`src/rtl/proc_ctrl_pkg.sv`:
```
// Shared definitions for the multicycle control unit: opcodes, step encodings and ALU codes.
package proc_ctrl_pkg;

  localparam logic [3:0] OP_MV   = 4'd0;
  localparam logic [3:0] OP_MVI  = 4'd1;
  localparam logic [3:0] OP_ADD  = 4'd2;
  localparam logic [3:0] OP_SUB  = 4'd3;
  localparam logic [3:0] OP_LD   = 4'd4;
  localparam logic [3:0] OP_ST   = 4'd5;
  localparam logic [3:0] OP_MVNZ = 4'd6;
  localparam logic [3:0] OP_AND  = 4'd7;

  typedef enum logic [2:0] {
    T0 = 3'd0,
    T1 = 3'd1,
    T2 = 3'd2,
    T3 = 3'd3,
    T4 = 3'd4,
    T5 = 3'd5
  } tstep_t;

  typedef enum logic [1:0] {
    ALU_ADD = 2'b00,
    ALU_SUB = 2'b01,
    ALU_AND = 2'b10
  } alu_op_t;

  // Step in which an opcode raises Done; mvnz and the unused opcodes finish in T3 either way.
  function automatic tstep_t last_step(input logic [3:0] op);
    case (op)
      OP_ST:                                 last_step = T4;
      OP_MVI, OP_LD, OP_ADD, OP_SUB, OP_AND: last_step = T5;
      default:                               last_step = T3;
    endcase
  endfunction

endpackage

```
`src/rtl/proc_ctrl_unit_if.sv`:
```
// Control-unit to datapath bundle: the control unit is the master driving all strobes.
interface proc_ctrl_unit_if;
  logic       Run;
  logic [9:0] IR;
  logic       Gnz;
  logic [2:0] Tstep_Q;
  logic       Done;
  logic [7:0] Rout;
  logic [7:0] Rin;
  logic       Gout;
  logic       DINout;
  logic       IRin;
  logic       Ain;
  logic       Gin;
  logic       ADDRin;
  logic       DOUTin;
  logic       incr_pc;
  logic       W_D;
  logic [1:0] AluOp;

  modport master (
    input  Run, IR, Gnz,
    output Tstep_Q, Done, Rout, Rin, Gout, DINout, IRin, Ain, Gin,
           ADDRin, DOUTin, incr_pc, W_D, AluOp
  );

  modport slave (
    output Run, IR, Gnz,
    input  Tstep_Q, Done, Rout, Rin, Gout, DINout, IRin, Ain, Gin,
           ADDRin, DOUTin, incr_pc, W_D, AluOp
  );
endinterface

```
`src/rtl/proc_ctrl_unit_dec3to8.sv`:
```
// 3-to-8 one-hot decoder used for the Rx and Ry register selects.
module dec3to8 (
  input  logic [2:0] sel,
  output logic [7:0] onehot
);
  assign onehot = 8'b1 << sel;
endmodule

```
`src/rtl/proc_ctrl_unit.sv`:
```
// Multicycle control unit sequencing fetch/execute steps of the 16-bit processor.
// Build option: define CTRL_MVNZ_EN to execute opcode 6 as mvnz; otherwise it is a NOP.
import proc_ctrl_pkg::*;

module proc_ctrl_unit (
  input  logic Clock,
  input  logic Resetn,
  proc_ctrl_unit_if.master bus
);

  tstep_t     state, next_state, done_step;
  logic [3:0] opcode;
  logic [7:0] x_sel, y_sel;

  assign opcode    = bus.IR[9:6];
  assign done_step = last_step(opcode);
  assign bus.Tstep_Q = state;

  dec3to8 u_dec_x (.sel(bus.IR[5:3]), .onehot(x_sel));
  dec3to8 u_dec_y (.sel(bus.IR[2:0]), .onehot(y_sel));

`ifndef CTRL_MVNZ_EN
  logic unused_gnz;
  assign unused_gnz = bus.Gnz;
`endif

  always_ff @(posedge Clock or negedge Resetn) begin
    if (!Resetn) state <= T0;
    else         state <= next_state;
  end

  // Encodings 6 and 7 fall through to the default and recover to T0.
  always_comb begin
    next_state = T0;
    case (state)
      T0:      next_state = bus.Run ? T1 : T0;
      T1:      next_state = T2;
      T2:      next_state = T3;
      T3:      next_state = (done_step == T3) ? T0 : T4;
      T4:      next_state = (done_step == T4) ? T0 : T5;
      default: next_state = T0;
    endcase
  end

  // Strobes are gated by Resetn so nothing leaks out while reset is held with Run high.
  always_comb begin
    bus.Done    = 1'b0;
    bus.Rout    = 8'h00;
    bus.Rin     = 8'h00;
    bus.Gout    = 1'b0;
    bus.DINout  = 1'b0;
    bus.IRin    = 1'b0;
    bus.Ain     = 1'b0;
    bus.Gin     = 1'b0;
    bus.ADDRin  = 1'b0;
    bus.DOUTin  = 1'b0;
    bus.incr_pc = 1'b0;
    bus.W_D     = 1'b0;
    bus.AluOp   = ALU_ADD;
    if (Resetn) begin
      case (state)
        T0: if (bus.Run) begin
          bus.Rout    = 8'h80;
          bus.ADDRin  = 1'b1;
          bus.incr_pc = 1'b1;
        end
        T2: bus.IRin = 1'b1;
        T3: case (opcode)
          OP_MV:  begin bus.Rout = y_sel; bus.Rin = x_sel; end
          OP_MVI: begin bus.Rout = 8'h80; bus.ADDRin = 1'b1; bus.incr_pc = 1'b1; end
          OP_ADD, OP_SUB, OP_AND: begin bus.Rout = x_sel; bus.Ain = 1'b1; end
          OP_LD, OP_ST: begin bus.Rout = y_sel; bus.ADDRin = 1'b1; end
`ifdef CTRL_MVNZ_EN
          OP_MVNZ: if (bus.Gnz) begin bus.Rout = y_sel; bus.Rin = x_sel; end
`endif
          default: ;
        endcase
        T4: case (opcode)
          OP_ADD, OP_SUB, OP_AND: begin
            bus.Rout  = y_sel;
            bus.Gin   = 1'b1;
            bus.AluOp = (opcode == OP_SUB) ? ALU_SUB :
                        (opcode == OP_AND) ? ALU_AND : ALU_ADD;
          end
          OP_ST: begin bus.Rout = x_sel; bus.DOUTin = 1'b1; bus.W_D = 1'b1; end
          default: ;
        endcase
        T5: case (opcode)
          OP_MVI, OP_LD: begin bus.DINout = 1'b1; bus.Rin = x_sel; end
          OP_ADD, OP_SUB, OP_AND: begin bus.Gout = 1'b1; bus.Rin = x_sel; end
          default: ;
        endcase
        default: ;
      endcase
      bus.Done = (state == done_step);
    end
  end

endmodule

```
`src/flat_wrapper.sv`:
```
// flat-port wrapper written by rule: the top's interface ports become plain ports
module proc_ctrl_unit_flat 
  (Clock, Resetn, bus_Run, bus_IR, bus_Gnz, bus_Tstep_Q, bus_Done, bus_Rout, bus_Rin, bus_Gout, bus_DINout, bus_IRin, bus_Ain, bus_Gin, bus_ADDRin, bus_DOUTin, bus_incr_pc, bus_W_D, bus_AluOp);
  proc_ctrl_unit_if bus_i ();
  input  logic Clock;
  input  logic Resetn;
  input wire logic [$bits(bus_i.Run)-1:0] bus_Run;
  input wire logic [$bits(bus_i.IR)-1:0] bus_IR;
  input wire logic [$bits(bus_i.Gnz)-1:0] bus_Gnz;
  output wire logic [$bits(bus_i.Tstep_Q)-1:0] bus_Tstep_Q;
  output wire logic [$bits(bus_i.Done)-1:0] bus_Done;
  output wire logic [$bits(bus_i.Rout)-1:0] bus_Rout;
  output wire logic [$bits(bus_i.Rin)-1:0] bus_Rin;
  output wire logic [$bits(bus_i.Gout)-1:0] bus_Gout;
  output wire logic [$bits(bus_i.DINout)-1:0] bus_DINout;
  output wire logic [$bits(bus_i.IRin)-1:0] bus_IRin;
  output wire logic [$bits(bus_i.Ain)-1:0] bus_Ain;
  output wire logic [$bits(bus_i.Gin)-1:0] bus_Gin;
  output wire logic [$bits(bus_i.ADDRin)-1:0] bus_ADDRin;
  output wire logic [$bits(bus_i.DOUTin)-1:0] bus_DOUTin;
  output wire logic [$bits(bus_i.incr_pc)-1:0] bus_incr_pc;
  output wire logic [$bits(bus_i.W_D)-1:0] bus_W_D;
  output wire logic [$bits(bus_i.AluOp)-1:0] bus_AluOp;
  assign bus_i.Run = bus_Run;
  assign bus_i.IR = bus_IR;
  assign bus_i.Gnz = bus_Gnz;
  assign bus_Tstep_Q = bus_i.Tstep_Q;
  assign bus_Done = bus_i.Done;
  assign bus_Rout = bus_i.Rout;
  assign bus_Rin = bus_i.Rin;
  assign bus_Gout = bus_i.Gout;
  assign bus_DINout = bus_i.DINout;
  assign bus_IRin = bus_i.IRin;
  assign bus_Ain = bus_i.Ain;
  assign bus_Gin = bus_i.Gin;
  assign bus_ADDRin = bus_i.ADDRin;
  assign bus_DOUTin = bus_i.DOUTin;
  assign bus_incr_pc = bus_i.incr_pc;
  assign bus_W_D = bus_i.W_D;
  assign bus_AluOp = bus_i.AluOp;
  proc_ctrl_unit u_core (.Clock(Clock), .Resetn(Resetn), .bus(bus_i));
endmodule
```
`config.mk`:
```
export PLATFORM = sky130hd
export DESIGN_NAME = proc_ctrl_unit_flat
export DESIGN_NICKNAME = d
export VERILOG_FILES = /design/src/rtl/proc_ctrl_pkg.sv /design/src/rtl/proc_ctrl_unit_if.sv /design/src/rtl/proc_ctrl_unit_dec3to8.sv /design/src/rtl/proc_ctrl_unit.sv /design/src/flat_wrapper.sv
export SDC_FILE = /design/constraint.sdc
export NUM_CORES = 1
export LEC_CHECK = 0
export ABC_AREA = 1
export CORE_MARGIN = 4
export CORE_UTILIZATION = 25
export DETAILED_ROUTE_END_ITERATION = 16
export PLACE_DENSITY_LB_ADDON = 0.25
export SYNTH_ARGS = -nofsm -noshare
export SYNTH_HDL_FRONTEND = slang
export SYNTH_SLANG_ARGS = --single-unit
```
`constraint.sdc`:
```
create_clock -name Clock -period 2.2 [get_ports Clock]
set_input_delay 0.33 -clock Clock [delete_from_list [all_inputs] [get_ports Clock]]
set_output_delay 0.33 -clock Clock [all_outputs]
set_load 0.005 [all_outputs]
```
==> results.sh, run 1 <==
export IMPL_fill_cells=360
export IMPL_wl_per_cell_um=11.2
export IMPL_port_buffers=43
export IMPL_crit_path_max_incr_delay_ns=0.50
export IMPL_coreArea_mm2=0.00315
export IMPL_p_clk_share_pct=13.4
export IMPL_fin_crit_sh_pct=95.6
export IMPL_hp_class="primary input to async pin"
export IMPL_synth_cell_types=19
export IMPL_power_frac_comb_pct=73.7
export IMPL_fin_hold_ws_ns=0.176
export IMPL_swShare_pct=46.7
export IMPL_p_sw_uw=350
export IMPL_antenna_found_initial=0
export IMPL_place_area_mm2=0.00160
export IMPL_nNetsFinal=283
export IMPL_leakage_nw=0.944
export IMPL_worst_path_buf_inv=3
export IMPL_period_minus_slack_ns=2.10
export IMPL_place_hpwl_um=2680
export IMPL_crit_slowest_cell="clkdlybuf4s50_1"
export IMPL_grt_max_degree=9
export IMPL_critical_path_class="flip-flop to output pin"
export IMPL_antenna_cells=0
export IMPL_tightest_slew_ns=0.248
export IMPL_antenna_left=0
export IMPL_htreeDepth=1
export IMPL_relSlewSlack_pct=83.4
export IMPL_cts_tree="built"
export IMPL_die_w_um=66.1
export IMPL_drc=0
export IMPL_dieArea_mm2=0.00437
export IMPL_syn2layout_area_growth_pct=105
export IMPL_fmax_mhz=475
export IMPL_cts_clk_slew_worst_paths_ns=0.04
export IMPL_internal_power_uw=399
export IMPL_cap_violations=0
export IMPL_layout_common_cells="nand2_1, buf_4, dlygate4sd2_1, a21oi_1"
export IMPL_seqPwrFrac_pct=13.0
export IMPL_peakVddDrop_v=0.000491
export IMPL_worstPathArrival_ns=1.77
export IMPL_via_count=1462
export IMPL_cp_cell_sequence="inv_2, nand2_1, nor2_4, nand2_2, buf_4, nor2_1, clkdlybuf4s50_1"
export IMPL_maxSlewViolCount=0
export IMPL_power_total_uw=749
export IMPL_rows=20
export IMPL_hold_viol=0
export IMPL_crit_fanout=4
export IMPL_dp_cells=299
export IMPL_cts_root_buf="clkbuf_4"
export IMPL_clk_path_buf_depth=2
export IMPL_cts_buffers=3
export IMPL_ios=45
export IMPL_grt_usage_pct=16.1
export IMPL_final_common_cell="nand2_1"
export IMPL_syn_inst=175
export IMPL_layout_drive_gt1_share_pct=31.3
export IMPL_yosysSeqAreaShare_pct=8.89
export IMPL_clock_latency_ns=0.24
export IMPL_grt_overflow=0
export IMPL_cts_sinks=3
export IMPL_multi_input_area_um2=736
export IMPL_routed_wirelength_um=3500
export IMPL_largest_reg_flops=3
export IMPL_grt_pass1_wl_um=5710
export IMPL_clock_skew_ns=0.000957
export IMPL_fin_area_mm2=0.00173
export IMPL_netlist_area_um2=845
export IMPL_end_kind="output pin"
export IMPL_drt_iter0_drc=104
export IMPL_vias_per_cell=4.69
export IMPL_setup_violations=0
export IMPL_ys_warnings_count=0
export IMPL_fin_cells=312
export IMPL_cellPowerDensity_mw_per_mm2=433
export IMPL_drtPass1Iterations=4
export IMPL_ff_latch_area_um2=75.1
export IMPL_outcome="completed"
export IMPL_fp_dieH_um=66.1
export IMPL_synth_seq_cells=3
export IMPL_grt_pass1_vias=1354
export IMPL_syn_area_per_cell_um2=4.83
export IMPL_synthesis_nets=189
export IMPL_start_kind="flip-flop"
export IMPL_cp_top_family="buffers and inverters"
export IMPL_initial_core_util_pct=26.8
export IMPL_routabilityCongestion=0.900
export IMPL_worstPathRequired_ns=1.87
-- kinds of logic after synthesis --
family / share of synthesized area [%]
AOI/OAI and AO/OA: 23.1
buffers and inverters: 12.4
DFF: 8.89
and+or+nand+nor: 55.6
-- power by group through the flow --
stage | clock (mW) | sequential, mW | combinational, mW
after floorplan | 0 | 0.106 | 0.215
after global placement | 0 | 0.0953 | 0.497
after detailed placement | 0 | 0.0954 | 0.496
after CTS | 0.103 | 0.0959 | 0.507
after global routing | 0.108 | 0.103 | 0.603
final | 0.100 | 0.0972 | 0.552
-- final cells by class --
class	count	share of cell area, %
clock buffers	4	1.52
repair buffers	91	43.8
inverters	21	4.56
flip-flops and latches	3	4.34
multi-input cells	149	42.5
well taps	44	3.18
-- cells in the mapped netlist --
library cell | instances | share of area (%)
buf_4 | 2 | 1.8
o21ai_0 | 15 | 8.9
nand2_2 | 1 | 0.74
a21oi_1 | 18 | 11
inv_2 | 1 | 0.44
a31oi_1 | 1 | 0.74
nor2_1 | 16 | 7.1
nand2_1 | 66 | 29
dfrtp_1 | 3 | 8.9
buf_6 | 1 | 1.3
nand3_1 | 14 | 8.3
nor2_4 | 1 | 1.3
inv_1 | 20 | 8.9
o21ai_1 | 2 | 1.2
nor2_2 | 3 | 2.2
nand3_2 | 2 | 2.4
o22ai_1 | 1 | 0.74
nor3_1 | 7 | 4.1
o21bai_1 | 1 | 0.89
-- routing by layer --
metal	vias up	routed length (um)	GRT usage, %	share of wire (%)
met2	43	1700	28.7	49
met3	2	196	2.55	5.6
met1	660	1580	20.6	45
met4	0	17	2.28	0.49
li1	757	-	-	-
met5	-	0	0	0
-- per-stage QoR --
step / setup WS, ns / utilization (%) / TNS, ns
after CTS: -0.0483 / 52.6 / -0.0496
after global placement: -0.393 / 50.9 / -7.72
after global routing: -0.0212 / 54.8 / -0.0308
final: 0.0961 / 54.8 / 0
after floorplan: 0.633 / - / 0
after detailed placement: -0.417 / 50.9 / -8.25
-- path summary, 6_finish.rpt --
kind / end / depth (start not counted) / startpoint / slack (ns)
min: u_core.bus.Tstep_Q[0] / 2 / Resetn / 0.18
min reg2reg: u_core.bus.Tstep_Q[1] / 3 / u_core.bus.Tstep_Q[2] / 0.54
max reg2reg: u_core.bus.Tstep_Q[2] / 7 / u_core.bus.Tstep_Q[2] / 0.93
max: bus_Ain / 7 / u_core.bus.Tstep_Q[2] / 0.1
max in group asynchronous: u_core.bus.Tstep_Q[1] / 2 / Resetn / 1.92
min in group Clock: u_core.bus.Tstep_Q[1] / 3 / u_core.bus.Tstep_Q[2] / 0.54
-- what timing repair did --
action,in CTS,in global routing
gates cloned,1,0
hold buffers,0,0
gates resized for setup,46,23
pin swaps,3,6
buffers inserted,2,6
endpoints found under the setup margin,26,14
(Power assumes the default switching activity.)
==> inputs of run 2 (changes only) <==
--- a/config.mk
+++ b/config.mk
@@ -6,10 +6,10 @@
 export NUM_CORES = 1
 export LEC_CHECK = 0
 export ABC_AREA = 1
-export CORE_MARGIN = 4
 export CORE_UTILIZATION = 25
+export CTS_CLUSTER_SIZE = 20
 export DETAILED_ROUTE_END_ITERATION = 16
-export PLACE_DENSITY_LB_ADDON = 0.25
+export PLACE_DENSITY = 0.58
 export SYNTH_ARGS = -nofsm -noshare
 export SYNTH_HDL_FRONTEND = slang
 export SYNTH_SLANG_ARGS = --single-unit
==> run 2 against run 1 <==
Critical path depth rose by 1. Utilization barely moved. Worst setup slack improved by 0.013 ns. Die area decreased by 17%. Non-clock buffer count decreased by 5. Largest power group unchanged. Register-to-register slack gained 0.25 ns.
==> results.sh, run 2 (same netlist as run 1, synthesis figures left out) <==
export IMPL_period_minus_slack_ns=2.09
export IMPL_cts_sinks=3
export IMPL_relSlewSlack_pct=84.0
export IMPL_htreeDepth=1
export IMPL_cts_root_buf="clkbuf_4"
export IMPL_rsz0062_at_grt="no"
export IMPL_clock_latency_ns=0.23
export IMPL_fin_hold_ws_ns=0.175
export IMPL_tightest_slew_ns=0.239
export IMPL_grt_overflow=0
export IMPL_place_hpwl_um=2430
export IMPL_fin_crit_sh_pct=95.1
export IMPL_clk_path_buf_depth=2
export IMPL_fp_dieH_um=60.1
export IMPL_cts_clk_slew_worst_paths_ns=0.04
export IMPL_ios=45
export IMPL_end_kind="output pin"
export IMPL_final_common_cell="nand2_1"
export IMPL_cts_tree="built"
export IMPL_grt_max_degree=9
export IMPL_hp_class="primary input to async pin"
export IMPL_vias_per_cell=4.60
export IMPL_worstPathRequired_ns=1.87
export IMPL_grt_pass1_vias=1161
export IMPL_antenna_found_initial=0
export IMPL_nNetsFinal=277
export IMPL_antenna_cells=0
export IMPL_start_kind="primary input"
export IMPL_fill_cells=336
export IMPL_crit_fanout=4
export IMPL_maxSlewViolCount=0
export IMPL_leakage_nw=0.922
export IMPL_drt_iter0_drc=70
export IMPL_dieArea_mm2=0.00361
export IMPL_dp_cells=296
export IMPL_layout_drive_gt1_share_pct=28.2
export IMPL_clock_skew_ns=0.00328
export IMPL_outcome="completed"
export IMPL_coreArea_mm2=0.00313
export IMPL_critical_path_class="primary input to output pin"
export IMPL_setup_violations=0
export IMPL_port_buffers=43
export IMPL_routabilityCongestion=0.828
export IMPL_peakVddDrop_v=0.000546
export IMPL_rows=20
export IMPL_drc=0
export IMPL_cts_buffers=3
export IMPL_layout_common_cells="nand2_1, buf_4, dlygate4sd2_1, a21oi_1, inv_1"
export IMPL_antenna_left=0
export IMPL_grt_usage_pct=17.1
export IMPL_syn2layout_area_growth_pct=103
export IMPL_largest_reg_flops=3
export IMPL_fin_cells=306
export IMPL_drtPass1Iterations=4
export IMPL_cts_hold_buffers=0
export IMPL_wl_per_cell_um=10.3
export IMPL_via_count=1409
export IMPL_grt_pass1_wl_um=4850
export IMPL_cap_violations=0
export IMPL_routed_wirelength_um=3160
export IMPL_fmax_mhz=478
export IMPL_initial_core_util_pct=27.0
export IMPL_cellPowerDensity_mw_per_mm2=439
export IMPL_die_w_um=60.1
export IMPL_hold_viol=0
export IMPL_worstPathArrival_ns=1.76
## run 2: timing repair
| action | 4_1_cts | 5_1_grt |
|---|---|---|
| gates resized for setup | 43 | 24 |
| pin swaps | 2 | 2 |
| setup endpoints to repair | 27 | 11 |
| buffers inserted | 4 | 3 |
## run 2: routing by layer
metal / part of all wire (%) / track usage, %
met5: 0 / 0
met4: 0 / 1.99
met3: 4.0 / 1.95
met2: 49 / 30.9
met1: 47 / 22.1
## run 2: worst max-delay path, stage by stage
cell             delay [ns]
clkdlybuf4s15_2        0.23
inv_1                  0.08
nand3_2                0.13
nor2_4                 0.14
inv_1                  0.09
buf_4                  0.15
nor2_1                 0.11
clkdlybuf4s50_1        0.51
## run 2: cell type report
class	instances	area, um2	area share (%)
timing repair buffer	86	751	43.8
multi-input combinational	148	728	42.5
inverter	21	78.8	4.60
sequential	3	75.1	4.38
tap	44	55.1	3.21
clock buffer	4	26.3	1.53
## run 2: worst paths after layout
path,startpoint,end,slack (ns),depth (start not counted)
max in group asynchronous,Resetn,u_core.bus.Tstep_Q[0],1.92,2
max reg2reg,u_core.bus.Tstep_Q[2],u_core.bus.Tstep_Q[2],1.18,6
min in group Clock,u_core.bus.Tstep_Q[2],u_core.bus.Tstep_Q[1],0.55,3
max,bus_IR[9],bus_W_D,0.11,8
min,Resetn,u_core.bus.Tstep_Q[1],0.18,2
min reg2reg,u_core.bus.Tstep_Q[2],u_core.bus.Tstep_Q[1],0.55,3
## run 2: metrics by stage
stage | util (%) | setup TNS (ns) | power (mW) | worst slack [ns] | instance area (um2)
6_report | 54.8 | 0 | 0.753 | 0.109 | 1710
5_1_grt | 54.8 | 0 | 0.814 | 0.0151 | 1710
4_1_cts | 52.9 | -0.231 | 0.717 | -0.119 | 1650
3_5_place_dp | 51.0 | -7.51 | 0.577 | -0.421 | 1590
3_3_place_gp | 51.0 | -7.11 | 0.581 | -0.383 | 1590
2_1_floorplan | - | 0 | 0.321 | 0.633 | 845
## run 2: where the power goes
part / leakage, nW / switching [mW] / internal [mW]
Clock: 0.0150 / 0.0244 / 0.0677
Sequential: 0.0381 / 0.0189 / 0.0796
Combinational: 0.868 / 0.292 / 0.270
Total: 0.922 / 0.336 / 0.417
